<file path="src/rtl/shared_buffer_pkg.sv">
// shared_buffer_pkg: common state encoding and defaults for the shared-buffer FIFO blocks
package shared_buffer_pkg;
  localparam int DEFAULT_DATA_WIDTH = 4;
  typedef enum logic [1:0] {
    ST_EMPTY = 2'd0,
    ST_ONE   = 2'd1,
    ST_TWO   = 2'd2
  } state_t;
endpackage

</file>
<file path="src/rtl/fifo_wr_skid.sv">
// fifo_wr_skid: two-entry skid buffer turning a valid/ready stream into FIFO write strobes
module fifo_wr_skid
  import shared_buffer_pkg::*;
#(
  parameter int DATA_WIDTH = DEFAULT_DATA_WIDTH
) (
  input  logic                  clk,
  input  logic                  rst_n,
  input  logic                  s_valid,
  input  logic [DATA_WIDTH-1:0] s_data,
  output logic                  s_ready,
  input  logic                  fifo_full,
  output logic                  fifo_wr_en,
  output logic [DATA_WIDTH-1:0] fifo_din,
  output logic [1:0]            level
);
  state_t                state;
  logic [DATA_WIDTH-1:0] out_data;
  logic [DATA_WIDTH-1:0] skid_data;
  logic                  in_xfer;
  logic                  out_xfer;
  assign in_xfer    = s_valid && s_ready;
  assign fifo_wr_en = (state != ST_EMPTY) && !fifo_full;
  assign out_xfer   = fifo_wr_en;
  assign fifo_din   = out_data;
  assign level      = state;
  // FSM: out_data is the head word, skid_data catches the word arriving while the FIFO stalls
  always_ff @(posedge clk or negedge rst_n) begin
    if (!rst_n) begin
      state     <= ST_EMPTY;
      s_ready   <= 1'b0;
      out_data  <= '0;
      skid_data <= '0;
    end else begin
      unique case (state)
        ST_EMPTY: begin
          s_ready <= 1'b1;
          if (in_xfer) begin
            state    <= ST_ONE;
            out_data <= s_data;
          end
        end
        ST_ONE: begin
          if (in_xfer && !out_xfer) begin
            state     <= ST_TWO;
            skid_data <= s_data;
            s_ready   <= 1'b0;
          end else if (in_xfer) begin
            out_data <= s_data;
          end else if (out_xfer) begin
            state <= ST_EMPTY;
          end
        end
        ST_TWO: begin
          if (out_xfer) begin
            state    <= ST_ONE;
            out_data <= skid_data;
            s_ready  <= 1'b1;
          end
        end
        default: begin
          state   <= ST_EMPTY;
          s_ready <= 1'b1;
        end
      endcase
    end
  end
endmodule
</file>
<file path="config.mk">
export PLATFORM = sky130hd
export DESIGN_NAME = fifo_wr_skid
export DESIGN_NICKNAME = d
export VERILOG_FILES = /design/src/rtl/shared_buffer_pkg.sv /design/src/rtl/fifo_wr_skid.sv
export SDC_FILE = /design/constraint.sdc
export NUM_CORES = 1
export LEC_CHECK = 0
export ABC_AREA = 1
export CAP_MARGIN = 20
export CELL_PAD_IN_SITES_DETAIL_PLACEMENT = 1
export CELL_PAD_IN_SITES_GLOBAL_PLACEMENT = 1
export CORE_UTILIZATION = 33
export DETAILED_ROUTE_END_ITERATION = 12
export GPL_TIMING_DRIVEN = 0
export PLACE_DENSITY_LB_ADDON = 0.1
export SYNTH_ARGS = -nofsm -noshare
export SYNTH_HDL_FRONTEND = slang
export SYNTH_SLANG_ARGS = --single-unit
</file>
<file path="constraint.sdc">
create_clock -name clk -period 1.2 [get_ports clk]
set_input_delay 0.36 -clock clk [delete_from_list [all_inputs] [get_ports clk]]
set_output_delay 0.36 -clock clk [all_outputs]
set_load 0.01 [all_outputs]
</file>
==> results_dict.tcl <==
set metrics [dict create \
    status "finished with violations" \
    violations "setup timing" \
    slowest_stage "dfrtp_1" \
    rows 14 \
    period_share_pct 114.0 \
    ir_drop_mv 0.8857 \
    cts_tree "built" \
    coreArea_mm2 0.001594 \
    clk_pin_slew_worst_paths_ps 80 \
    synth_top_area_share_pct 46.51 \
    die-area_mm2 0.001967 \
    grt_pass1_wl_mm 2.449 \
    synth_area_leader_cell "dfrtp_1" \
    antenna_found_initial 0 \
    grt_pass1_vias 567 \
    place.gp.congestion 0.7491 \
    timing.critical_path.buf_inv 3 \
    wl_per_cell_um 11.88 \
    ys_types 16 \
    max-slew-margin-rel_pct 65.18 \
    hold_viol_final 0 \
    cp.arrival_ps 1010 \
    syn_to_final_growth_pct 42.71 \
    maxCapViolations 0 \
    grt_use_total_pct 17.72 \
    htree_levels 1 \
    n_antenna_cell 0 \
    setup_violations 12 \
    p_total_mw 1.849 \
    syn_area_per_cell_um2 8.335 \
    totalWireLength_mm 1.437 \
    synth.cell_area_um2 591.8 \
    detail_route.iter0.violations 5 \
    ys.warnings.count 0 \
    port_buffers 15 \
    fin_ws_ps -167.9 \
    grt_overflow_total 0 \
    grt_max_degree 12 \
    slew_viol_final 0 \
    power_density_mw_per_mm2 2189 \
    drc 0 \
    total_leakage_power_nw 0.4606 \
    ys_ff_latch 11 \
    start_util_pct 37.13 \
    seq_area_frac_synth_pct 46.51 \
    startpoint_type "flip-flop" \
    worst-path-max-fanout 2 \
    synth_nets 79 \
    fin_crit_ps 1368 \
    root_buffer "clkbuf_4" \
    rsz0062_at_grt "yes" \
    drtPass1Iterations 4 \
    clock_latency_ps 270 \
    final_cells 121 \
    ctsHoldBuffers 0 \
    cp_slowest_stage_delay_ps 360 \
    routed_via_density 4.562 \
    dp.cells 110 \
    hold_ws_ps 424.0 \
    crit_family "flip-flops" \
    dpl_worst_slack_ps -688.5 \
    die_x_um 44.35 \
    synth.top_cells.by_area "dfrtp_1 (47%), nand2_1 (21%), nand2_4 (5.7%)" \
    clock_path_buffers 2 \
    cp_cell_sequence "buf_6, inv_4, a21oi_2, buf_2" \
    drive_gt1_share_pct 34.02 \
    place_area_um2 772.0 \
    synthCells 71 \
    fp.dieH_um 44.35 \
    crit_type "reg -> out" \
    max_freq_mhz 731.1 \
    route.vias.total 552 \
    fillers 205 \
    hold_path_class "in -> async" \
    required_ps 840 \
    nets 106 \
    worst_pin_slew_ps 520.6 \
    cts-buffers-inserted 3 \
    antenna_left 0 \
    post-dp-hpwl_um 953.5 \
    finalInstanceArea_um2 844.6 \
    final_util_pct 52.98 \
    cts.sinks 11 \
    cp-end-kind "output pin" \
    fin_worst_skew_ps 7.508 \
    setup_tns_ps -846.7 \
    io_pins 16 \
]
cells by family after synthesis:
| group | after synthesis | share of synthesized area (%) |
|---|---|---|
| simple gates | 50 | 43.13 |
| compound gates | 3 | 2.959 |
| buf+inv | 7 | 7.399 |
| flops | 11 | 46.51 |
flip-flops by register name, summed over array words and instances (netlist names):
name	count
level	2
skid_data	4
fifo_din	4
s_ready	1
worst paths after layout:
kind,cells after the start,slack [ps],endpoint,start
max in group asynchronous,1,420,fifo_din[0],rst_n
worst max-delay path,4,-170,fifo_wr_en,level[1]
worst min-delay path,1,420,skid_data[1],rst_n
worst min register to register,2,480,fifo_din[1],fifo_din[1]
worst max register to register,7,-90,fifo_din[1],level[1]
min in group clk,2,480,fifo_din[1],fifo_din[1]
cell usage after synthesis:
| master | number |
|---|---|
| nand2_1 | 33 |
| dfrtp_1 | 11 |
| nand3_1 | 5 |
| nand4_1 | 4 |
| nand2_4 | 3 |
| nand3_2 | 3 |
| buf_6 | 2 |
| inv_2 | 2 |
| a21oi_1 | 1 |
| clkinv_1 | 1 |
| inv_1 | 1 |
| inv_4 | 1 |
| nand2_2 | 1 |
| nor2_4 | 1 |
| o211ai_1 | 1 |
| o21ai_0 | 1 |
cell type report:
class                      count  area, µm²  area share [%]
multi-input combinational     53      286.5           33.93
sequential                    11      275.3           32.59
timing repair buffer          22      175.2           20.74
tap                           24      30.03           3.556
clock buffer                   4      26.28           3.111
buffer                         2      26.28           3.111
inverter                       5      25.02           2.963
timing repair:
action                     CTS  global route
setup endpoints to repair   16            14
cloned                       0             0
gates resized for setup     35             3
setup buffers                7             0
layer usage:
layer	routed length [µm]	track usage, %
met4	24	9.091
met3	43	3.673
met1	662	21.08
met5	0	0
met2	706	30.00
placed cells by master, fill, tap and decap left out:
cell type / n
nand2_1: 32
nand2_2: 2
inv_2: 1
inv_4: 2
o21ai_0: 1
nor2_4: 1
clkbuf_1: 1
nand4_1: 4
o211ai_1: 1
clkbuf_4: 3
inv_1: 1
buf_4: 6
nand3_1: 5
clkdlybuf4s50_1: 6
dfrtp_1: 11
nand3_4: 1
clkinv_2: 1
nand2_4: 3
buf_6: 3
a21oi_2: 1
nand3_2: 2
buf_8: 1
dlygate4sd2_1: 2
buf_2: 6
power breakdown:
part	leakage (nW)	total [mW]	internal, mW	switching [mW]
Sequential	0.133	0.620	0.532	0.0885
Clock	0.0150	0.262	0.129	0.133
Combinational	0.312	0.966	0.449	0.517
Total	0.461	1.85	1.11	0.739
Note: power is estimated with default switching activity, not from simulation.
